--- src/rtl/multi_gate_pipe_if.sv ---
// Stream bundle for multi_gate_pipe: operand beats in, folded results out.
// Handshake: a transfer happens on a rising edge where valid and ready are both high;
// the sender keeps valid and its payload stable until that edge, and ready may depend on valid.
interface multi_gate_pipe_if #(
  parameter int WIDTH = 8,
  parameter int NIN   = 2,
  parameter int CNTW  = 8
);
  logic                  in_valid;
  logic                  in_ready;
  logic [NIN*WIDTH-1:0]  in_data;
  logic [2:0]            in_op;
  logic                  in_acc;
  logic                  in_last;
  logic                  out_valid;
  logic                  out_ready;
  logic [WIDTH-1:0]      out_data;
  logic [CNTW-1:0]       out_beats;
  logic                  out_err;

  modport master (
    output in_valid, in_data, in_op, in_acc, in_last, out_ready,
    input  in_ready, out_valid, out_data, out_beats, out_err
  );

  modport slave (
    input  in_valid, in_data, in_op, in_acc, in_last, out_ready,
    output in_ready, out_valid, out_data, out_beats, out_err
  );
endinterface

--- src/rtl/multi_gate_pipe.sv ---
// Registered N-operand bitwise gate unit with multi-beat accumulate mode.
// One output register; inversion for NOR/NAND/XNOR is applied once to the folded packet.
module multi_gate_pipe #(
  parameter int WIDTH = 8,
  parameter int NIN   = 2,
  parameter int CNTW  = 8
) (
  input  logic                clk,
  input  logic                rst_n,
  multi_gate_pipe_if.slave    bus,
  output logic                dbg_state
);

  typedef enum logic {IDLE = 1'b0, ACC = 1'b1} state_t;

  state_t            state_q, state_d;
  logic [WIDTH-1:0]  acc_q, acc_d;
  logic [CNTW-1:0]   cnt_q, cnt_d;
  logic [2:0]        op_q, op_d;
  logic [2:0]        eff_op;
  logic [1:0]        kind;
  logic              accept, done, done_err;
  logic [WIDTH-1:0]  beat_red, merged, result;
  logic [CNTW-1:0]   done_beats;

  // 0 = OR family (including reserved 6/7), 1 = AND family, 2 = XOR family
  function automatic logic [1:0] base_kind(input logic [2:0] op);
    case (op)
      3'd1, 3'd4: return 2'd1;
      3'd2, 3'd5: return 2'd2;
      default:    return 2'd0;
    endcase
  endfunction

  function automatic logic [WIDTH-1:0] combine(input logic [1:0] k,
                                               input logic [WIDTH-1:0] a,
                                               input logic [WIDTH-1:0] b);
    case (k)
      2'd1:    return a & b;
      2'd2:    return a ^ b;
      default: return a | b;
    endcase
  endfunction

  function automatic logic [WIDTH-1:0] reduce(input logic [1:0] k,
                                              input logic [NIN*WIDTH-1:0] d);
    logic [WIDTH-1:0] r;
    r = d[WIDTH-1:0];
    for (int i = 1; i < NIN; i++) r = combine(k, r, d[i*WIDTH +: WIDTH]);
    return r;
  endfunction

  function automatic logic [CNTW-1:0] sat_inc(input logic [CNTW-1:0] c);
    return (c == {CNTW{1'b1}}) ? c : c + CNTW'(1);
  endfunction

  assign bus.in_ready = rst_n & (~bus.out_valid | bus.out_ready);
  assign accept       = bus.in_valid & bus.in_ready;
  assign dbg_state    = state_q;

  // The first beat of a packet uses the live op; later beats use the latched one.
  assign eff_op   = (state_q == IDLE) ? bus.in_op : op_q;
  assign kind     = base_kind(eff_op);
  assign beat_red = reduce(kind, bus.in_data);
  assign merged   = (state_q == IDLE) ? beat_red : combine(kind, acc_q, beat_red);
  assign result   = (eff_op == 3'd3 || eff_op == 3'd4 || eff_op == 3'd5) ? ~merged : merged;
  assign done_err = eff_op[2] & eff_op[1];

  always_comb begin
    state_d    = state_q;
    acc_d      = acc_q;
    cnt_d      = cnt_q;
    op_d       = op_q;
    done       = 1'b0;
    done_beats = cnt_q;
    case (state_q)
      IDLE: begin
        if (accept) begin
          if (!bus.in_acc || bus.in_last) begin
            done       = 1'b1;
            done_beats = CNTW'(1);
          end else begin
            state_d = ACC;
            acc_d   = merged;
            cnt_d   = CNTW'(1);
            op_d    = bus.in_op;
          end
        end
      end
      ACC: begin
        if (accept) begin
          if (bus.in_last) begin
            done       = 1'b1;
            done_beats = sat_inc(cnt_q);
            state_d    = IDLE;
          end else begin
            acc_d = merged;
            cnt_d = sat_inc(cnt_q);
          end
        end
      end
      default: state_d = IDLE;
    endcase
  end

  always_ff @(posedge clk) begin
    if (!rst_n) begin
      state_q       <= IDLE;
      acc_q         <= '0;
      cnt_q         <= '0;
      op_q          <= '0;
      bus.out_valid <= 1'b0;
      bus.out_data  <= '0;
      bus.out_beats <= '0;
      bus.out_err   <= 1'b0;
    end else begin
      state_q <= state_d;
      acc_q   <= acc_d;
      cnt_q   <= cnt_d;
      op_q    <= op_d;
      // A completing packet wins over a consume in the same cycle.
      if (done) begin
        bus.out_valid <= 1'b1;
        bus.out_data  <= result;
        bus.out_beats <= done_beats;
        bus.out_err   <= done_err;
      end else if (bus.out_ready) begin
        bus.out_valid <= 1'b0;
      end
    end
  end

endmodule

--- src/flat_wrapper.sv ---
// flat-port wrapper written by rule: the top's interface ports become plain ports
module multi_gate_pipe_flat 
#(
  parameter int WIDTH = 8,
  parameter int NIN   = 2,
  parameter int CNTW  = 8
)
  (clk, rst_n, dbg_state, bus_in_valid, bus_in_data, bus_in_op, bus_in_acc, bus_in_last, bus_out_ready, bus_in_ready, bus_out_valid, bus_out_data, bus_out_beats, bus_out_err);
  multi_gate_pipe_if #(.WIDTH(WIDTH), .NIN(NIN), .CNTW(CNTW)) bus_i ();
  input  logic clk;
  input  logic rst_n;
  output logic dbg_state;
  input wire logic [$bits(bus_i.in_valid)-1:0] bus_in_valid;
  input wire logic [$bits(bus_i.in_data)-1:0] bus_in_data;
  input wire logic [$bits(bus_i.in_op)-1:0] bus_in_op;
  input wire logic [$bits(bus_i.in_acc)-1:0] bus_in_acc;
  input wire logic [$bits(bus_i.in_last)-1:0] bus_in_last;
  input wire logic [$bits(bus_i.out_ready)-1:0] bus_out_ready;
  output wire logic [$bits(bus_i.in_ready)-1:0] bus_in_ready;
  output wire logic [$bits(bus_i.out_valid)-1:0] bus_out_valid;
  output wire logic [$bits(bus_i.out_data)-1:0] bus_out_data;
  output wire logic [$bits(bus_i.out_beats)-1:0] bus_out_beats;
  output wire logic [$bits(bus_i.out_err)-1:0] bus_out_err;
  assign bus_i.in_valid = bus_in_valid;
  assign bus_i.in_data = bus_in_data;
  assign bus_i.in_op = bus_in_op;
  assign bus_i.in_acc = bus_in_acc;
  assign bus_i.in_last = bus_in_last;
  assign bus_i.out_ready = bus_out_ready;
  assign bus_in_ready = bus_i.in_ready;
  assign bus_out_valid = bus_i.out_valid;
  assign bus_out_data = bus_i.out_data;
  assign bus_out_beats = bus_i.out_beats;
  assign bus_out_err = bus_i.out_err;
  multi_gate_pipe #(.WIDTH(WIDTH), .NIN(NIN), .CNTW(CNTW)) u_core (.clk(clk), .rst_n(rst_n), .bus(bus_i), .dbg_state(dbg_state));
endmodule
--- config.mk ---
export PLATFORM = sky130hd
export DESIGN_NAME = multi_gate_pipe_flat
export DESIGN_NICKNAME = d
export VERILOG_FILES = /design/src/rtl/multi_gate_pipe_if.sv /design/src/rtl/multi_gate_pipe.sv /design/src/flat_wrapper.sv
export SDC_FILE = /design/constraint.sdc
export NUM_CORES = 1
export LEC_CHECK = 0
export ABC_AREA = 1
export CAP_MARGIN = 20
export CORE_MARGIN = 3
export CORE_UTILIZATION = 25
export CTS_CLUSTER_DIAMETER = 80
export DETAILED_ROUTE_END_ITERATION = 6
export GPL_ROUTABILITY_DRIVEN = 1
export PLACE_DENSITY = 0.41
export SETUP_SLACK_MARGIN = 0.05
export SLEW_MARGIN = 20
export SYNTH_ARGS = -nofsm -noshare
export SYNTH_HDL_FRONTEND = slang
export SYNTH_SLANG_ARGS = --single-unit
--- constraint.sdc ---
create_clock -name clk -period 7.1 [get_ports clk]
set_clock_uncertainty 0.05 [all_clocks]
set_input_delay 1.42 -clock clk [delete_from_list [all_inputs] [get_ports clk]]
set_output_delay 1.42 -clock clk [all_outputs]
set_load 0.02 [all_outputs]
# Yosys cells after proc, flatten, opt, wreduce, memory -nomap -nowiden
# Index checks and enable logic that the tools add are counted.
dict set report word_totals {
  register_bits 38
  rom_bits 0
  elab_cells 78
  memories 0
  inputBits 25
  ram_bits 0
  out_inout_bits 20
  latch_bits 0
}
dict set report classes {
  bitwise_logic 14
  addsub 1
  magnitude_cmp 0
  div 0
  eq_ne 12
  n_mul 0
  muxes 34
  n_reduce_logical 9
  shifts 0
}
# operator n
set ops {}
lappend ops {{$mux 8} 15}
lappend ops {{$pmux 8 s2} 5}
lappend ops {{$and 8x8->8} 2}
lappend ops {{$or 8x8->8} 2}
lappend ops {{$xor 8x8->8} 2}
lappend ops {{$mux 1} 10}
lappend ops {{$add 8x1->8 const B} 1}
lappend ops {{$eq 8x8->1 const B} 1}
lappend ops {{$not 8->8} 1}
lappend ops {{$eq 3x2->1 const B} 2}
lappend ops {{$eq 3x3->1 const B} 2}
lappend ops {{$ne 2x2->1 const B} 3}
lappend ops {{$pmux 1 s2} 2}
lappend ops {{$pmux 2 s2} 1}
lappend ops {{$reduce_and 4->1} 1}
lappend ops {{$reduce_or 2->1} 2}
lappend ops {{$and 1x1->1} 3}
lappend ops {{$eq 3x1->1 const B} 1}
lappend ops {{$logic_or 1x1->1} 3}
lappend ops {{$mux 3} 1}
lappend ops {{$not 1->1} 3}
lappend ops {{$reduce_and 3->1} 1}
lappend ops {{$eq 2x1->1 const B} 1}
lappend ops {{$eq 2x2->1 const B} 1}
lappend ops {{other kinds (4)} 4}

# Logic depth before layout (Yosys ltp)
# Gate-level depths: netlist of the first run.
dict set report logic_depth {
  depth_word 12
  depth_mapped 25
  depth_no_buf 22
}

# Worst setup path after synthesis of the first run
# OpenSTA, ideal clock, no wires.
dict set report synth_timing {
  path_type {input-to-reg}
  startpoint {in bus_in_op[2]}
  endpoint {reg u_core.bus.out_data[1]}
  path_stages 23
  slack_ps 3513
  setup_ps 109
  path_buffers 2
  arrival_time_ps 3429
  required_ps 6941
  cell_sequence {inv_1 nand2_1 nand2_1 inv_2 nand2_1 a21oi_1 inv_1 ha_1 clkbuf_2 buf_4 nand2_1 nand3_1 nand2_1 inv_1 ha_1 nand2_1 nand2_1 o21ai_0 nand2_1 nand2_1 nand3_1 nand2_1 inv_1}
}
dict set report synth_via {
  elab_chain_len 11
  elab_cells_between_ends 21
  cone_classes {eq/ne (7); mux (6); bitwise (4); reduce/logical (4)}
}
# element line_no
set synth_rtl {}
lappend synth_rtl {{from (decl)} flat_wrapper.sv:15} ;# input wire logic [$bits(bus_i.in_op)-1:0] bus_in_op;
lappend synth_rtl {{$mux 3 *} multi_gate_pipe.sv:62} ;# assign eff_op = (state_q == IDLE) ? bus.in_op : op_q;
lappend synth_rtl {{$eq 3x2->1 (tied with other cells)} multi_gate_pipe.sv:28} ;# case (op)
lappend synth_rtl {{$reduce_or 2->1} multi_gate_pipe.sv:28}
lappend synth_rtl {{$pmux 2 s2} multi_gate_pipe.sv:28}
lappend synth_rtl {{$eq 2x2->1 or $eq 2x1->1 (tied branches)} multi_gate_pipe.sv:38} ;# case (k)
lappend synth_rtl {{$pmux 8 s2} multi_gate_pipe.sv:38}
lappend synth_rtl {{$or 8x8->8 (tied with other cells)} multi_gate_pipe.sv:41} ;# default: return a | b;
lappend synth_rtl {{$pmux 8 s2} multi_gate_pipe.sv:38}
lappend synth_rtl {{$mux 8} multi_gate_pipe.sv:65} ;# assign merged = (state_q == IDLE) ? beat_red : combine(kind, acc_q, beat_red);
lappend synth_rtl {{$not 8->8} multi_gate_pipe.sv:66} ;# assign result = (eff_op == 3'd3 || eff_op == 3'd4 || eff_op == 3'd5) ? ~merged : merged;
lappend synth_rtl {{$mux 8 *} multi_gate_pipe.sv:66}
lappend synth_rtl {{to (signal assigned)} multi_gate_pipe.sv:124} ;# bus.out_data <= result;
lappend synth_rtl {{to (decl)} multi_gate_pipe_if.sv:28} ;# output in_ready, out_valid, out_data, out_beats, out_err
# Every way passes the cells marked *; elsewhere a longest branch is shown, timed or not.
# A chain may end at the register's enable or synchronous reset.

# Worst setup path in the final report of the first run
dict set report layout_timing {
  startpoint {in rst_n}
  endpoint {out bus_in_ready}
}
dict set report layout_via {
  elab_chain_len 1
}
# element line_no
set layout_rtl {}
lappend layout_rtl {{from (decl)} flat_wrapper.sv:11} ;# input logic rst_n;
lappend layout_rtl {{$and 1x1->1} multi_gate_pipe.sv:57} ;# assign bus.in_ready = rst_n & (~bus.out_valid | bus.out_ready);
lappend layout_rtl {{to (decl)} flat_wrapper.sv:19} ;# output wire logic [$bits(bus_i.in_ready)-1:0] bus_in_ready;
# Every way passes these cells.

==> out/summary.txt, run 1 <==
Result of the run - finished clean
Mean instance size in the synthesized netlist - 6.248 um^2
Syn_nets - 538
Highest achievable clock rate - 206.1 MHz
All-layer global routing usage - 12.37%
Post-synthesis cell type with the largest combined area - dfxtp_1
Vias after detailed routing - 2,919
Max transition margin - 46.06%
Ports placed on the boundary - 45
Worst min-delay path startpoint - u_core.op_q[2]
Core region area - 11,560 um^2
Number of violations of the max-capacitance limit - 0
Fraction of synthesized cell area taken by the top area cell type - 25.47%
Placed cell count - 649
DR vias/cell - 4.443
Die footprint - 13,290 um^2
Total gr overflow - 0
Arrival time reported for the critical path endpoint - 3380 ps
DRC - 0
Total of warnings raised by yosys - 0
Worst-case clock buffer depth - 2
Portion of total power attributed to sequential cells - 34.2%
Wire length of the first global-routing pass - 13.37 mm
Number of clock sinks - 38
Share of total power in combinational logic - 29.1%
Weighted congestion at the end of routability-driven global placement - 0.7026
RSZ-0062 raised after global routing - no
Post-CTS Setup Inserts - 0
Most instantiated flip-flop cell in the synthesis netlist - dfxtp_1
Leading post-synthesis cells by cell area - dfxtp_1 25%, nand2_1 22%, ha_1 15%
Cells after synthesis - 478
Final critical path time including I/O delays and setup - 4852 ps
Final hold violation count - 0
Final worst path period share - 68.33%
Area growth from synthesis to layout - 23.38%
R2r setup slk - 3300 ps
Number of input and output port buffers inserted - 44
Kind of end point of the critical path - output port
Final setup violation count - 0
Static Leak - 1.751 nW
Synth async-reset ratio - 0%
Die Ht - 115.3 um
TritonCTS buffer count - 5
Post-synthesis cell type count - 29
Seq cells post-synth - 38
Post-route total power - 0.0006623 W
Setup TNS - 0 ps
Post-detailed-placement half-perimeter wirelength - 5.771 mm
Net switching component of the power - 0.0002106 W
Post-DR wirelength/cell - 11.77 um
PD cells - 179.7 nW/um^2
Number of standard cells in the layout, taps in and fillers out - 657
Final Net Count - 573
Worst hold path depth - 2
Post-cts sizing count - 0
Leading cell type in the layout, fill and taps excluded - nand2_1
Die Span X - 115.3 um
Placed cell area - 3518 um^2
Worst Max-Slew Pin Slew - 808.0 ps
Share of synthesized area occupied by flip-flops and latches - 25.47%
Worst flop-to-flop path endpoint - u_core.bus.out_data[0]
Antenna Cells - 0
Largest voltage drop on the vdd net - 0.09388 mV
Clock-pin slew of the registers on the worst-case setup and hold paths - 60 ps
Number of cell rows - 39
Cell Int Power - 0.0004517 W
Number of routed nets with antenna violations - 0
Crit. Startpoint - rst_n
Crit Path Max Fanout - 28
Class of the worst hold path - reg2reg
Hold slack final - 410.3 ps
Worst EP required - 5630 ps
Share of post-route cells with drive strength above 1 - 5.837%
Total routed wirelength - 7.733 mm
CTS tree - yes
Count of pins over their slew limit - 0
Initial standard-cell utilization of the core - 25.82%
Commonest cells after routing, fill and taps aside - 176 x nand2_1, 57 x inv_1, 44 x clkdlybuf4s50_1
Type of element launching the critical path - input port
Count of H-tree levels built during CTS - 2
Pin count of the biggest net entering global routing - 29
Number of flops mapped to enable cells by yosys - 0
Clock latency on the worst-skew pair - 280 ps
Clock share of power - 36.8%
Design Area, Final - 3685 um^2
Critical path class - in2out
Antenna violations before repair - 0
DRT Pass-1 Iters - 4
Hold endpoint - u_core.op_q[2]
Master cell of the clock root buffer - clkbuf_16
Switching power share of the total - 31.80%
Reg-to-reg startpoint - u_core.dbg_state
Via count of the first global-routing pass - 2,800
Register-to-Register Path Depth - 18
Hold_buf cts - 0
Initial DRC Count - 104
Post-synthesis instance area - 2987 um^2
==> worst max-delay path by stage <==
stage                                         to  slack (ps)  depth (start not counted)
after global routing                bus_in_ready        2100                          4
after floorplan           u_core.bus.out_data[1]        3510                         23
final                               bus_in_ready        2250                          4
after CTS                           bus_in_ready        2190                          4
after detailed placement            bus_in_ready        2160                          4
after global placement              bus_in_ready        2230                          4
==> cell type report <==
type	count	area, um^2
Timing Repair Buffer	45	447.9
Sequential cell	38	760.7
Clock buffer	8	166.4
Fill cell	1288	7880
Multi-Input combinational cell	358	1882
Inverter	65	249.0
Tap cell	143	178.9
==> worst max-delay path, cell delays in order <==
cell             delay, ps
clkdlybuf4s50_1        750
inv_2                  330
a21oi_4                230
clkdlybuf4s50_1        630
==> metal layers <==
layer	track usage [%]	wire length (um)	vias up
li1	-	-	1556
met1	16.95	3814	1319
met2	20.25	3652	39
met3	1.947	195	5
met4	3.208	72	0
met5	0	0	-
==> Yosys cell counts (3+ instances only) <==
master and instances:
dfxtp_1 38, inv_1 57, a21oi_1 36, nand2_1 176, inv_2 6, nor2_1 26, nand2_2 3, or2_0 4
o21ai_1 3, buf_2 5, ha_1 35, clkbuf_1 6, o21ai_0 17, or2_2 3, nand3_1 42
==> power by group through the flow <==
stage	logic (W)	clock network, W	registers [W]
3_5_place_dp	0.000197	0	0.000231
2_1_floorplan	0.000134	0	0.000234
5_1_grt	0.000229	0.000260	0.000227
4_1_cts	0.000198	0.000250	0.000226
3_3_place_gp	0.000194	0	0.000231
6_report	0.000192	0.000244	0.000226
==> flip-flops by register name, indices dropped and copies added (netlist names) <==
name	count
u_core.bus.out_data	8
u_core.dbg_state	1
u_core.bus.out_beats	8
u_core.bus.out_valid	1
u_core.bus.out_err	1
u_core.op_q	3
u_core.cnt_q	8
u_core.acc_q	8
==> cells by family (layout without fill, tap and decap cells) <==
logic type                 after synthesis  count (layout)  share of synthesized area (%)
and+or+nand+nor                        262             262                          37.29
buffers and inverters                   82             118                          11.52
AOI/OAI and AO/OA                       58              58                          10.18
DFF                                     38              38                          25.47
adders and majority gates               35              35                          14.66
xor gates and xnor gates                 3               3                         0.8799
==> stage by stage <==
step	setup slack, ps	utilization, %
6_report	2248	31.86
5_1_grt	2096	31.86
4_1_cts	2190	31.86
3_5_place_dp	2158	30.42
3_3_place_gp	2230	30.42
2_1_floorplan	3513	-
Note: power is estimated with default switching activity, not from simulation.
==> inputs of run 2 (changes only) <==
clock period = 5 ns   (was 7.1 ns; I/O delays follow)
==> run 2 against run 1 <==
  * Total power up 39%
  * Utilization grew 0.097 points
  * Count of clock-buffer cells in the layout fell by 1
  * Non-clock buffer count up 4
  * Wire length grew 3.5%
  * Highest routed layer unchanged
==> out/summary.txt, run 2 (synthesis gave the netlist of run 1 again) <==
Result of the run - finished clean
Kind of end point of the critical path - output port
Number of routed nets with antenna violations - 0
DRT Pass-1 Iters - 4
CTS tree - yes
Largest voltage drop on the vdd net - 0.09095 mV
Final critical path time including I/O delays and setup - 3805 ps
Static Leak - 1.762 nW
Final setup violation count - 0
Pin count of the biggest net entering global routing - 28
Fill count - 1,283
Portion of total power attributed to sequential cells - 34.6%
Antenna violations before repair - 0
Number of input and output port buffers inserted - 44
Initial standard-cell utilization of the core - 25.82%
Hold_buf cts - 0
Weighted congestion at the end of routability-driven global placement - 0.8293
Wire length on met1 - 3.849 mm
Routed wl met3 - 236 um
Die footprint - 13,290 um^2
Total gr overflow - 0
Share of post-route cells with drive strength above 1 - 6.371%
Worst Max-Slew Pin Slew - 570.2 ps
Commonest cells after routing, fill and taps aside - 176 x nand2_1, 57 x inv_1, 44 x clkdlybuf4s50_1
Hold slack final - 403.0 ps
Highest achievable clock rate - 262.8 MHz
Total routed wirelength - 8.004 mm
Leading cell type in the layout, fill and taps excluded - nand2_1
Vias after detailed routing - 2,911
DR vias/cell - 4.404
Via count of the first global-routing pass - 2,819
Post-detailed-placement half-perimeter wirelength - 5.871 mm
Initial DRC Count - 140
Area growth from synthesis to layout - 23.75%
RSZ-0062 raised after global routing - no
Post-DR wirelength/cell - 12.11 um
Switching power share of the total - 33.15%
Fin util - 31.96%
Post-cts sizing count - 0
Master cell of the clock root buffer - clkbuf_16
Count of pins over their slew limit - 0
Ports placed on the boundary - 45
Die Span X - 115.3 um
DRC - 0
Crit Path Max Fanout - 12
Final hold violation count - 0
Worst EP required - 3950 ps
Worst-case clock buffer depth - 2
Post-CTS Setup Inserts - 0
Type of element launching the critical path - input port
Clock latency on the worst-skew pair - 290 ps
Top routing layer in use - met4
Setup ws final - 1195 ps
Final Net Count - 577
Critical path class - in2out
Core region area - 11,560 um^2
Count of H-tree levels built during CTS - 2
Wire length of the first global-routing pass - 13.60 mm
Setup Slack @ Placement - 989.3 ps
PD cells - 249.6 nW/um^2
Setup TNS - 0 ps
Die Ht - 115.3 um
Antenna Cells - 0
Class of the worst hold path - reg2reg
Cell Int Power - 0.0006168 W
Number of clock sinks - 38
Met2 wirelength from detailed routing - 3.852 mm
Max transition margin - 61.87%
Number of violations of the max-capacitance limit - 0
Clock share of power - 34.9%
Net switching component of the power - 0.0003058 W
All-layer global routing usage - 12.96%
Clock-pin slew of the registers on the worst-case setup and hold paths - 60 ps
Number of cell rows - 39
Final worst path period share - 76.11%
TritonCTS buffer count - 5
Share of total power in combinational logic - 30.5%
Arrival time reported for the critical path endpoint - 2760 ps
## run 2: power groups by stage
| stage | combinational, W | sequential [W] | clock (W) |
|---|---|---|---|
| floorplan | 0.000190 | 0.000332 | 0 |
| global placement | 0.000282 | 0.000326 | 0 |
| detailed placement | 0.000285 | 0.000326 | 0 |
| CTS | 0.000287 | 0.000319 | 0.000336 |
| global route | 0.000330 | 0.000320 | 0.000352 |
| finish | 0.000281 | 0.000319 | 0.000322 |
## run 2: final timing paths
kind | end | cells after the start | startpoint | slack [ps]
worst max-delay path | bus_in_ready | 4 | rst_n | 1190
worst min-delay path | u_core.op_q[2] | 2 | u_core.op_q[2] | 400
worst max register to register | u_core.bus.out_data[6] | 20 | u_core.dbg_state | 1830
worst min register to register | u_core.op_q[2] | 2 | u_core.op_q[2] | 400
## run 2: layer usage
metal	vias to the layer above	global-route usage, %
met5	-	0
met4	0	2.817
met3	8	3.526
met2	31	21.45
met1	1306	16.89
li1	1566	-
## run 2: critical path, stage by stage
cell and delay [ps]:
clkdlybuf4s50_1 830, inv_2 130, a21oi_4 170, clkdlybuf4s50_1 620
## run 2: cell type report
cell class	count	area [um^2]	share of cell area (%)
Clock buffer	7	142.6	3.859
Clock inverter	1	5.005	0.1354
Inverter	65	249.0	6.737
Multi-Input combinational cell	358	1882	50.91
Sequential cell	38	760.7	20.58
Tap cell	143	178.9	4.841
Timing Repair Buffer	49	478.0	12.93
## run 2: through the flow
stage,power (W),cells,cell area (um^2)
6_report,0.0009226,661,3696
3_5_place_dp,0.0006109,653,3548
3_3_place_gp,0.0006082,653,3548
2_1_floorplan,0.0005222,478,2987
5_1_grt,0.001003,661,3696
4_1_cts,0.0009420,661,3696
==> inputs of run 3 (changes only) <==
clock period = 3.9 ns   (was 5 ns; I/O delays follow)
==> run 3 against run 2 <==
  * Sequential power grew 29%
  * Total power grew 36%
  * Utilization grew 0.38 points
  * Global-route usage grew 0.34 points
  * Wire length grew 3.2%
  * Register-to-register slack lost 940 ps
  * Clock power grew 48%
  * Via count grew 3.2%
  * Final area grew 1.2%
  * Largest cell class unchanged
  * Highest routed layer unchanged
==> out/summary.txt, run 3 (synthesis gave the netlist of run 1 again) <==
Arrival time reported for the critical path endpoint - 3440 ps
Antenna Cells - 0
RSZ-0062 raised after global routing - no
Post-detailed-placement half-perimeter wirelength - 6.210 mm
Design Area, Final - 3740 um^2
Worst EP required - 4030 ps
Worst Max-Slew Pin Slew - 423.7 ps
TritonCTS buffer count - 5
Die Span X - 115.3 um
Wire length of the first global-routing pass - 14.03 mm
Total gr overflow - 0
Post-cts sizing count - 0
Ports placed on the boundary - 45
Initial standard-cell utilization of the core - 25.82%
Core region area - 11,560 um^2
Die Ht - 115.3 um
Max transition margin - 71.69%
Number of cell rows - 39
Number of routed nets with antenna violations - 0
Register area - 760.7 um^2
Final critical path time including I/O delays and setup - 3309 ps
Setup TNS - 0 ps
Kind of end point of the critical path - flip-flop
Number of clock sinks - 38
Leading cell type in the layout, fill and taps excluded - nand2_1
Antenna violations before repair - 0
Worst flop-to-flop path endpoint - u_core.bus.out_data[2]
DRC - 0
Static Leak - 1.786 nW
Type of element launching the critical path - input port
Worst-case clock buffer depth - 2
Number of violations of the max-capacitance limit - 0
Commonest cells after routing, fill and taps aside - 176 x nand2_1, 57 x inv_1, 44 x clkdlybuf4s50_1
Result of the run - finished clean
All-layer global routing usage - 13.30%
Final setup violation count - 0
DR vias/cell - 4.531
Via count of the first global-routing pass - 2,942
Post-DR wirelength/cell - 12.46 um
Master cell of the clock root buffer - clkbuf_16
Count of pins over their slew limit - 0
Number of input and output port buffers inserted - 44
Clock latency on the worst-skew pair - 290 ps
Class of the worst hold path - reg2reg
Placed cell area - 3571 um^2
Final hold violation count - 0
Worst min-delay path startpoint - u_core.op_q[2]
Final worst path period share - 84.85%
Fill count - 1,299
Initial DRC Count - 164
Pin count of the biggest net entering global routing - 28
DRT Pass-1 Iters - 5
PD cells - 335.1 nW/um^2
Largest voltage drop on the vdd net - 0.1129 mV
Clock-pin slew of the registers on the worst-case setup and hold paths - 60 ps
Area growth from synthesis to layout - 25.22%
Critical path class - in2reg
Post-CTS Setup Inserts - 0
Final Net Count - 580
Weighted congestion at the end of routability-driven global placement - 0.8129
Die footprint - 13,290 um^2
Total routed wirelength - 8.262 mm
Vias after detailed routing - 3,004
Hold endpoint - u_core.op_q[2]
Count of H-tree levels built during CTS - 2
Register-to-Register Path Depth - 19
R2r setup slk - 890 ps
CTS tree - yes
Reg-to-reg startpoint - u_core.dbg_state
Hold_buf cts - 0
Highest achievable clock rate - 302.2 MHz
Combined area of the multi-input logic cells - 1882 um^2
Share of post-route cells with drive strength above 1 - 6.923%
Crit Path Max Fanout - 11
Worst hold path depth - 2
## run 3: cell types whose count changed in the layout (fill, tap and decap cells not counted)
cell / previous run / this run
bufinv_16: 0 / 1
clkinv_2: 1 / 0
buf_4: 5 / 8
clkbuf_1: 1 / 0
## run 3: worst max-delay path: stages
cell and delay (ps):
clkdlybuf4s50_1 470, nand2_1 60, nand2_1 140, inv_1 60, nand2_1 120, a21oi_1 100
inv_1 60, ha_1 400, nand2_1 100, nand3_1 130, nand2_1 100, ha_1 220
or2_2 290, nand3_1 80, nand2_1 70, nand2_1 60, nand3_1 80, nand2_1 70
inv_1 30
## run 3: worst max-delay path by stage
stage | start | to | slack, ps | depth (start not counted)
finish | bus_in_op[1] | u_core.bus.out_data[2] | 590 | 19
detailed placement | bus_in_op[1] | u_core.bus.out_data[2] | 260 | 19
global route | bus_in_op[2] | u_core.bus.out_data[0] | 210 | 19
CTS | bus_in_op[1] | u_core.bus.out_data[2] | 550 | 19
floorplan | bus_in_op[2] | u_core.bus.out_data[1] | 950 | 23
global placement | bus_in_op[1] | u_core.bus.out_data[2] | 280 | 19
## run 3: where the power goes
part           switching (W)  internal, W
logic               0.000226     0.000141
registers         0.00000860     0.000401
clock network       0.000161     0.000316
## run 3: metrics by stage
| stage | hold WS, ps | setup WS [ps] | util (%) | instances | power, W |
|---|---|---|---|---|---|
| finish | 400.0 | 590.8 | 32.34 | 663 | 0.001253 |
| global route | 428.2 | 207.7 | 32.34 | 663 | 0.001352 |
| CTS | 406.5 | 552.4 | 32.34 | 663 | 0.001280 |
| detailed placement | 396.5 | 259.7 | 30.88 | 656 | 0.0007916 |
| global placement | 393.4 | 284.6 | 30.88 | 656 | 0.0007874 |
| floorplan | 379.3 | 952.5 | - | 478 | 0.0006695 |
## run 3: routing by layer
metal / GRT usage (%) / wire [um] / share of wire, % / up-vias
li1: - / - / - / 1567
met1: 16.91 / 3965 / 48 / 1384
met2: 22.80 / 3927 / 48 / 42
met3: 2.737 / 265 / 3.2 / 11
met4: 3.678 / 104 / 1.3 / 0
met5: 0 / 0 / 0 / -
## run 3: layout make-up
type | instances | share of cell area, %
multi-input combinational | 358 | 50.32
sequential | 38 | 20.34
timing repair buffer | 52 | 13.38
inverter | 65 | 6.658
tap | 143 | 4.784
clock buffer | 6 | 3.714
clock inverter | 1 | 0.8029
